## src/rtl/mul_div_unit_pkg.sv

```systemverilog
// Shared definitions for the EX-stage multiply/divide engine.
// Holds the ALU funct codes this block decodes plus a small decode helper.
package mul_div_unit_pkg;

  // ALU funct codes for the HI/LO producing instructions.
  localparam logic [5:0] FUNCT_MULT  = 6'h18;
  localparam logic [5:0] FUNCT_MULTU = 6'h19;
  localparam logic [5:0] FUNCT_DIV   = 6'h1A;
  localparam logic [5:0] FUNCT_DIVU  = 6'h1B;

  typedef enum logic {
    OpMul,
    OpDiv
  } op_kind_e;

  function automatic logic is_mul_div(input logic [5:0] funct);
    return (funct == FUNCT_MULT) || (funct == FUNCT_MULTU) ||
           (funct == FUNCT_DIV)  || (funct == FUNCT_DIVU);
  endfunction

  function automatic logic is_signed_op(input logic [5:0] funct);
    return (funct == FUNCT_MULT) || (funct == FUNCT_DIV);
  endfunction

  function automatic logic is_div_op(input logic [5:0] funct);
    return (funct == FUNCT_DIV) || (funct == FUNCT_DIVU);
  endfunction

endpackage

```

## src/rtl/mul_div_unit_if.sv

```systemverilog
// Pipeline-side bundle of the multiply/divide engine.
//   master: EX-stage pipeline (drives flush/en/funct/operands, sees stall/done/HI/LO)
//   slave : mul_div_unit
interface mul_div_unit_if #(
  parameter int unsigned DATA_WIDTH = 32
);
  logic                  flush;
  logic                  en;
  logic [5:0]            funct;
  logic [DATA_WIDTH-1:0] operand_1;
  logic [DATA_WIDTH-1:0] operand_2;
  logic                  stall_request;
  logic                  done;
  logic [DATA_WIDTH-1:0] hi;
  logic [DATA_WIDTH-1:0] lo;

  modport master (
    output flush, en, funct, operand_1, operand_2,
    input  stall_request, done, hi, lo
  );

  modport slave (
    input  flush, en, funct, operand_1, operand_2,
    output stall_request, done, hi, lo
  );
endinterface

```

## src/rtl/mul_div_sign_fix.sv

```systemverilog
// Combinational conditional two's-complement negation of a double-width value.
//   value_i  : {hi half, lo half}
//   neg_hi_i : negate the hi half (or the whole value when joint_i is set)
//   neg_lo_i : negate the lo half (ignored when joint_i is set)
//   joint_i  : treat value_i as one 2*Width number (multiply product)
//   value_o  : corrected value
// Used both to take operand magnitudes on entry and to restore result signs on exit.
module mul_div_sign_fix #(
  parameter int unsigned Width = 32
) (
  input  logic [2*Width-1:0] value_i,
  input  logic               neg_hi_i,
  input  logic               neg_lo_i,
  input  logic               joint_i,
  output logic [2*Width-1:0] value_o
);

  logic [Width-1:0] hi_in, lo_in;

  assign hi_in = value_i[2*Width-1:Width];
  assign lo_in = value_i[Width-1:0];

  always_comb begin
    value_o = value_i;
    if (joint_i) begin
      if (neg_hi_i) value_o = -value_i;
    end else begin
      value_o[2*Width-1:Width] = neg_hi_i ? -hi_in : hi_in;
      value_o[Width-1:0]       = neg_lo_i ? -lo_in : lo_in;
    end
  end

endmodule

```

## src/rtl/mul_div_unit.sv

```systemverilog
// Iterative EX-stage multiply/divide engine (MULT/MULTU/DIV/DIVU), one bit per cycle.
//   clk, rst : clock, asynchronous active-high reset
//   bus      : slave side of mul_div_unit_if
//     flush/en/funct/operand_1/operand_2 in; stall_request/done/hi/lo out
// Latency: start cycle + DATA_WIDTH iterations with stall high, then a one-cycle DONE
// where done pulses and the freshly written HI/LO are visible.
module mul_div_unit
  import mul_div_unit_pkg::*;
#(
  parameter int unsigned DATA_WIDTH = 32
) (
  input logic           clk,
  input logic           rst,
  mul_div_unit_if.slave bus
);

  localparam int unsigned W    = DATA_WIDTH;
  localparam int unsigned CntW = $clog2(DATA_WIDTH);
  localparam logic [CntW-1:0] LastCnt = CntW'(DATA_WIDTH - 1);

  typedef enum logic [1:0] {
    StIdle,
    StCalc,
    StDone
  } state_e;

  state_e         state_q, state_d;
  logic [CntW-1:0] cnt_q, cnt_d;
  op_kind_e       op_kind_q, op_kind_d;
  logic           neg_quo_q, neg_quo_d;   // quotient / product sign
  logic           neg_rem_q, neg_rem_d;   // remainder follows the dividend
  logic           div_zero_q, div_zero_d;
  logic [W-1:0]   raw_a_q, raw_a_d;
  logic [W-1:0]   opnd_q, opnd_d;         // |operand_2|: multiplicand or divisor
  logic [2*W-1:0] acc_q, acc_d;           // mul: {partial, multiplier}; div: {rem, quo}
  logic [W-1:0]   hi_q, hi_d;
  logic [W-1:0]   lo_q, lo_d;

  logic           start;
  logic           stall;
  logic           done;
  logic           op_signed;
  logic [2*W-1:0] abs_ops;

  assign op_signed = is_signed_op(bus.funct);
  // rst gates the start term so stall_request is low for the whole reset window.
  assign start = ~rst & bus.en & ~bus.flush & is_mul_div(bus.funct) & (state_q == StIdle);

  mul_div_sign_fix #(
    .Width (W)
  ) u_operand_fix (
    .value_i  ({bus.operand_1, bus.operand_2}),
    .neg_hi_i (op_signed & bus.operand_1[W-1]),
    .neg_lo_i (op_signed & bus.operand_2[W-1]),
    .joint_i  (1'b0),
    .value_o  (abs_ops)
  );

  // One iteration of either algorithm.
  logic [W:0]     mul_sum;
  logic [2*W-1:0] mul_next;
  logic [W:0]     rem_shift;
  logic [W-1:0]   rem_diff;
  logic           div_ge;
  logic [2*W-1:0] div_next;
  logic [2*W-1:0] acc_next;

  always_comb begin
    mul_sum   = {1'b0, acc_q[2*W-1:W]} + (acc_q[0] ? {1'b0, opnd_q} : '0);
    mul_next  = {mul_sum, acc_q[W-1:1]};
    rem_shift = {acc_q[2*W-1:W], acc_q[W-1]};
    div_ge    = rem_shift >= {1'b0, opnd_q};
    // Only used when div_ge, where the true difference fits in W bits.
    rem_diff  = rem_shift[W-1:0] - opnd_q;
    div_next  = {(div_ge ? rem_diff : rem_shift[W-1:0]), acc_q[W-2:0], div_ge};
    acc_next  = (op_kind_q == OpMul) ? mul_next : div_next;
  end

  logic [2*W-1:0] res_fixed;

  mul_div_sign_fix #(
    .Width (W)
  ) u_result_fix (
    .value_i  (acc_next),
    .neg_hi_i ((op_kind_q == OpMul) ? neg_quo_q : neg_rem_q),
    .neg_lo_i (neg_quo_q),
    .joint_i  (op_kind_q == OpMul),
    .value_o  (res_fixed)
  );

  always_comb begin
    state_d    = state_q;
    cnt_d      = cnt_q;
    op_kind_d  = op_kind_q;
    neg_quo_d  = neg_quo_q;
    neg_rem_d  = neg_rem_q;
    div_zero_d = div_zero_q;
    raw_a_d    = raw_a_q;
    opnd_d     = opnd_q;
    acc_d      = acc_q;
    hi_d       = hi_q;
    lo_d       = lo_q;
    stall      = 1'b0;
    done       = 1'b0;

    case (state_q)
      StIdle: begin
        if (start) begin
          stall      = 1'b1;
          op_kind_d  = is_div_op(bus.funct) ? OpDiv : OpMul;
          neg_quo_d  = op_signed & (bus.operand_1[W-1] ^ bus.operand_2[W-1]);
          neg_rem_d  = op_signed & bus.operand_1[W-1];
          div_zero_d = (bus.operand_2 == '0);
          raw_a_d    = bus.operand_1;
          opnd_d     = abs_ops[W-1:0];
          acc_d      = {{W{1'b0}}, abs_ops[2*W-1:W]};
          cnt_d      = '0;
          state_d    = StCalc;
        end
      end
      StCalc: begin
        stall = 1'b1;
        if (bus.flush) begin
          state_d = StIdle;
        end else begin
          acc_d = acc_next;
          cnt_d = cnt_q + CntW'(1);
          if (cnt_q == LastCnt) begin
            state_d = StDone;
            if ((op_kind_q == OpDiv) && div_zero_q) begin
              // Divide by zero: raw dividend in HI, all-ones quotient, no sign fix.
              hi_d = raw_a_q;
              lo_d = '1;
            end else begin
              {hi_d, lo_d} = res_fixed;
            end
          end
        end
      end
      StDone: begin
        done    = ~bus.flush;
        state_d = StIdle;
      end
      default: state_d = StIdle;
    endcase
  end

  always_ff @(posedge clk or posedge rst) begin
    if (rst) begin
      state_q    <= StIdle;
      cnt_q      <= '0;
      op_kind_q  <= OpMul;
      neg_quo_q  <= 1'b0;
      neg_rem_q  <= 1'b0;
      div_zero_q <= 1'b0;
      raw_a_q    <= '0;
      opnd_q     <= '0;
      acc_q      <= '0;
      hi_q       <= '0;
      lo_q       <= '0;
    end else begin
      state_q    <= state_d;
      cnt_q      <= cnt_d;
      op_kind_q  <= op_kind_d;
      neg_quo_q  <= neg_quo_d;
      neg_rem_q  <= neg_rem_d;
      div_zero_q <= div_zero_d;
      raw_a_q    <= raw_a_d;
      opnd_q     <= opnd_d;
      acc_q      <= acc_d;
      hi_q       <= hi_d;
      lo_q       <= lo_d;
    end
  end

  assign bus.stall_request = stall;
  assign bus.done          = done;
  assign bus.hi            = hi_q;
  assign bus.lo            = lo_q;

endmodule

```

## src/flat_wrapper.sv

```systemverilog
// flat-port wrapper written by rule: the top's interface ports become plain ports
module mul_div_unit_flat import mul_div_unit_pkg::*;
#(
  parameter int unsigned DATA_WIDTH = 32
)
  (clk, rst, bus_flush, bus_en, bus_funct, bus_operand_1, bus_operand_2, bus_stall_request, bus_done, bus_hi, bus_lo);
  mul_div_unit_if #(.DATA_WIDTH(DATA_WIDTH)) bus_i ();
  input logic clk;
  input logic rst;
  input wire logic [$bits(bus_i.flush)-1:0] bus_flush;
  input wire logic [$bits(bus_i.en)-1:0] bus_en;
  input wire logic [$bits(bus_i.funct)-1:0] bus_funct;
  input wire logic [$bits(bus_i.operand_1)-1:0] bus_operand_1;
  input wire logic [$bits(bus_i.operand_2)-1:0] bus_operand_2;
  output wire logic [$bits(bus_i.stall_request)-1:0] bus_stall_request;
  output wire logic [$bits(bus_i.done)-1:0] bus_done;
  output wire logic [$bits(bus_i.hi)-1:0] bus_hi;
  output wire logic [$bits(bus_i.lo)-1:0] bus_lo;
  assign bus_i.flush = bus_flush;
  assign bus_i.en = bus_en;
  assign bus_i.funct = bus_funct;
  assign bus_i.operand_1 = bus_operand_1;
  assign bus_i.operand_2 = bus_operand_2;
  assign bus_stall_request = bus_i.stall_request;
  assign bus_done = bus_i.done;
  assign bus_hi = bus_i.hi;
  assign bus_lo = bus_i.lo;
  mul_div_unit #(.DATA_WIDTH(DATA_WIDTH)) u_core (.clk(clk), .rst(rst), .bus(bus_i));
endmodule
```

## config.mk

```make
export PLATFORM = sky130hd
export DESIGN_NAME = mul_div_unit_flat
export DESIGN_NICKNAME = d
export VERILOG_FILES = /design/src/rtl/mul_div_unit_pkg.sv /design/src/rtl/mul_div_unit_if.sv /design/src/rtl/mul_div_sign_fix.sv /design/src/rtl/mul_div_unit.sv /design/src/flat_wrapper.sv
export SDC_FILE = /design/constraint.sdc
export NUM_CORES = 1
export LEC_CHECK = 0
export CAP_MARGIN = 0
export CORE_MARGIN = 2
export CORE_UTILIZATION = 44
export CTS_BUF_LIST = sky130_fd_sc_hd__clkbuf_8
export CTS_CLUSTER_DIAMETER = 60
export DETAILED_ROUTE_END_ITERATION = 6
export PLACE_DENSITY = 0.66
export SKIP_CTS_REPAIR_TIMING = 1
export SYNTH_ARGS = -nofsm -noshare
export SYNTH_HDL_FRONTEND = slang
export SYNTH_SLANG_ARGS = --single-unit
```

## constraint.sdc

```tcl
create_clock -name clk -period 7.5 [get_ports clk]
set_input_delay 1.125 -clock clk [delete_from_list [all_inputs] [get_ports clk]]
set_output_delay 1.125 -clock clk [all_outputs]
set_load 0.05 [all_outputs]
```

==> impl_metrics.ini <==
[status]
outcome = complete, no violations

[place]
gp_congestion = 0.9312
placed_area_um2 = 18350
numPortBuffers = 139
dpl.hpwl_um = 44880

[die]
die_h_um = 198.4
pin_count = 140
dieWidth_um = 198.4
fp-row-count = 71
initial_utilization_pct = 44.44
fp.dieArea_um2 = 39350
fp.coreArea_um2 = 37400

[synthesis]
synth_edf_count = 0
yosys.area_share.simple_pct = 23.33
synth_top_family_by_area = compound AO/OA/AOI/OAI gates
synth-seq-area-share_pct = 30.56
synth_area_leaders = dfrtp_1 (31%), nand2_1 (7.6%), o21ai_0 (6.4%)
avgSynthCellArea_um2 = 7.749
synth_top_cell_area_share_pct = 30.56
synth_adder_area_share_pct = 5.510
async_reset_ff_share_pct = 100.0
syn-cell-area_um2 = 16620
synthCells = 2145
yosysWarnings = 0
syn_nets = 2291
yosys.area.top_type = dfrtp_1
ys_types = 109
synth-compound-area-share_pct = 25.06
muxShareOfSynthArea_pct = 2.650
synth_xor_area_share_pct = 7.904
yosys_register_bits = 203
synthFlopType = dfrtp_1

[global_routing]
grt_max_degree = 80
grt_antenna_before_repair = 0
track_usage_pct = 30.63
overflow = 0
grt_pass1_wl_um = 92940
grt_pass1_vias = 15927

[final_layout]
area_growth_syn_to_layout_pct = 15.36
drive_above_1_share_pct = 6.764
antennaDiodeCount = 0
final_common_cell = nand2_1
final_area_um2 = 19180
nets = 2378
finish.utilization_pct = 51.27
layout_common_cells = nand2_1 (335), o21ai_0 (214), dfrtp_1 (202)

[hold_path]
hold_path.startpoint = u_core.raw_a_q[22]$_DFFE_PP0P_
holdPathEnd = u_core.raw_a_q[22]$_DFFE_PP0P_
hold_depth = 2
hold_class = register to register

[drt]
vias_per_cell = 5.979
drc = 0
drtIter0Drc = 1370
firstDrtPassIters = 5
ant_nets = 0
wl_per_cell_um = 21.60
wirelength_um = 59910
num_vias = 16581

[power_and_ir_drop]
p_seq_share_pct = 22.5
leakage_nw = 8.526
max-vdd-ir-drop_mv = 0.1713
finalPower_mw = 6.602
power_frac_comb_pct = 59.3
p_int_mw = 3.305
p_per_area_nw_per_um2 = 344.3
switching_share_pct = 49.95
p_sw_mw = 3.298
clockPowerShare_pct = 18.1

[timing]
finalHoldViolations = 0
final_max_slew_viol_count = 0
worstMarginPinSlew_ps = 1026
final.setup.tns_ps = 0
period_share_pct = 77.39
fin_crit_ps = 5804
timing.fmax_mhz = 172.3
slew_headroom_pct = 31.52
fin_worst_skew_ps = 31.31
rsz0062_at_grt = no
finalSetupViolations = 0

[setup_path]
required_ps = 7940
cp_slowest_cell = nor4b_2
crit_chain = ha_1 -> a21oi_1 -> o21ai_1 -> a221oi_2 -> o211a_1 -> a31o_2 -> ha_1 -> o2111ai_1 -> nor3_2 -> nand2_1 -> nor3_1 -> a211oi_1 -> nor4b_2 -> and3_1 -> nand3_1 -> or4b_1 -> a32oi_1 -> a21oi_1
crit_buf_inv = 0
worstRegToRegCells = 18
arrival_ps = 6240
cp-start-kind = register
regToRegStartpoint = u_core.acc_q[51]$_DFFE_PP0P_
crit_family = simple AND/OR/NAND/NOR gates
end_kind = register
reg2reg_to = u_core.bus.hi[28]$_DFFE_PP0P_
regToRegSetupSlack_ps = 1700
max_stage_delay_ps = 530
critical_path_class = register to register
cp_max_fo = 13

[clock_tree]
insertion_delay_ps = 610
cts_buffer_depth = 3
clock-root-buffer = clkbuf_8
htreeDepth = 2
path_clk_slew_ps = 60
cts_made_buffers = 41
clock-sinks = 203
cts_tree = yes

[run]
drv_cap = 0
[worst max-delay path by stage]
stage | from | end | cells after the start
CTS | u_core.acc_q[51]$_DFFE_PP0P_ | u_core.bus.hi[28]$_DFFE_PP0P_ | 18
detailed placement | u_core.acc_q[51]$_DFFE_PP0P_ | u_core.bus.hi[28]$_DFFE_PP0P_ | 18
finish | u_core.acc_q[51]$_DFFE_PP0P_ | u_core.bus.hi[28]$_DFFE_PP0P_ | 18
global placement | u_core.acc_q[51]$_DFFE_PP0P_ | u_core.bus.hi[28]$_DFFE_PP0P_ | 18
global route | u_core.acc_q[51]$_DFFE_PP0P_ | u_core.bus.hi[28]$_DFFE_PP0P_ | 18
floorplan | rst | bus_stall_request | 3
[cells by family (layout without fill, tap and decap cells)]
family,count (synthesis),in the layout
fa+ha+maj,72,72
mux,43,43
buf+inv,200,317
xor+xnor,150,150
flops,203,203
compound gates,658,658
simple gates,819,819
[cells in the mapped netlist, types with 17 or more instances]
cell and instances:
o31ai_1 30, a211oi_1 21, xor2_1 63, nor3_1 38, inv_1 79, nand3_1 71, nand2b_1 21, or3_1 21
nor2_1 171, mux2i_1 35, o21ai_0 214, ha_1 70, buf_2 27, a21oi_1 191, a31oi_1 19, nand2_1 335
xnor2_1 87, o211ai_1 18, dfrtp_1 203, and2_1 38, nand4_1 22, clkbuf_1 80, and3_1 17, a21o_1 24
[worst register-to-register path, stage by stage (launching register included)]
cell and delay, ps:
dfrtp_1 420, ha_1 390, a21oi_1 270, o21ai_1 200, a221oi_2 320, o211a_1 500
a31o_2 320, ha_1 230, o2111ai_1 170, nor3_2 370, nand2_1 280, nor3_1 250
a211oi_1 110, nor4b_2 530, and3_1 320, nand3_1 110, or4b_1 530, a32oi_1 210
a21oi_1 90
[flip-flops by register name (all words and copies together) (netlist names)]
signal / cells
u_core.acc_q: 64
u_core.neg_rem_q: 1
u_core.raw_a_q: 32
u_core.div_zero_q: 1
u_core.neg_quo_q: 1
u_core.opnd_q: 32
u_core.state_q: 2
u_core.cnt_q: 5
u_core.bus.lo: 32
u_core.op_kind_q: 1
u_core.bus.hi: 32
[per-layer routing]
layer | wire [um] | vias to the layer above | share of wire (%) | track usage, %
met4 | 2116 | 0 | 3.5 | 11.45
met1 | 26620 | 8091 | 44 | 42.12
met2 | 28030 | 537 | 47 | 49.60
met5 | 0 | - | 0 | 0
met3 | 3135 | 115 | 5.2 | 3.304
li1 | - | 7838 | - | -
[metrics by stage]
step	worst slack, ps	hold slack [ps]	std cells
finish	1696	474.0	2773
global route	1382	488.1	2773
CTS	1858	472.6	2773
detailed placement	1869	457.5	2700
global placement	2044	452.7	2700
floorplan	1509	437.4	2145
[area by class of cell]
class / count / area [um^2]
multi-input cells: 1742 / 10740
inverters: 81 / 307.8
clock buffers: 48 / 660.6
flip-flops and latches: 203 / 5084
well taps: 511 / 639.4
fillers: 3688 / 18220
repair buffers: 163 / 1572
clock inverters: 25 / 170.2
[power by group through the flow]
stage               combinational [mW]  clock (mW)  sequential (mW)
floorplan                         2.81           0             1.40
global placement                  3.83           0             1.49
detailed placement                3.84           0             1.50
CTS                               3.86        1.22             1.48
global route                      4.26        1.27             1.51
finish                            3.92        1.20             1.49
Power figures use the tool's default switching activity.
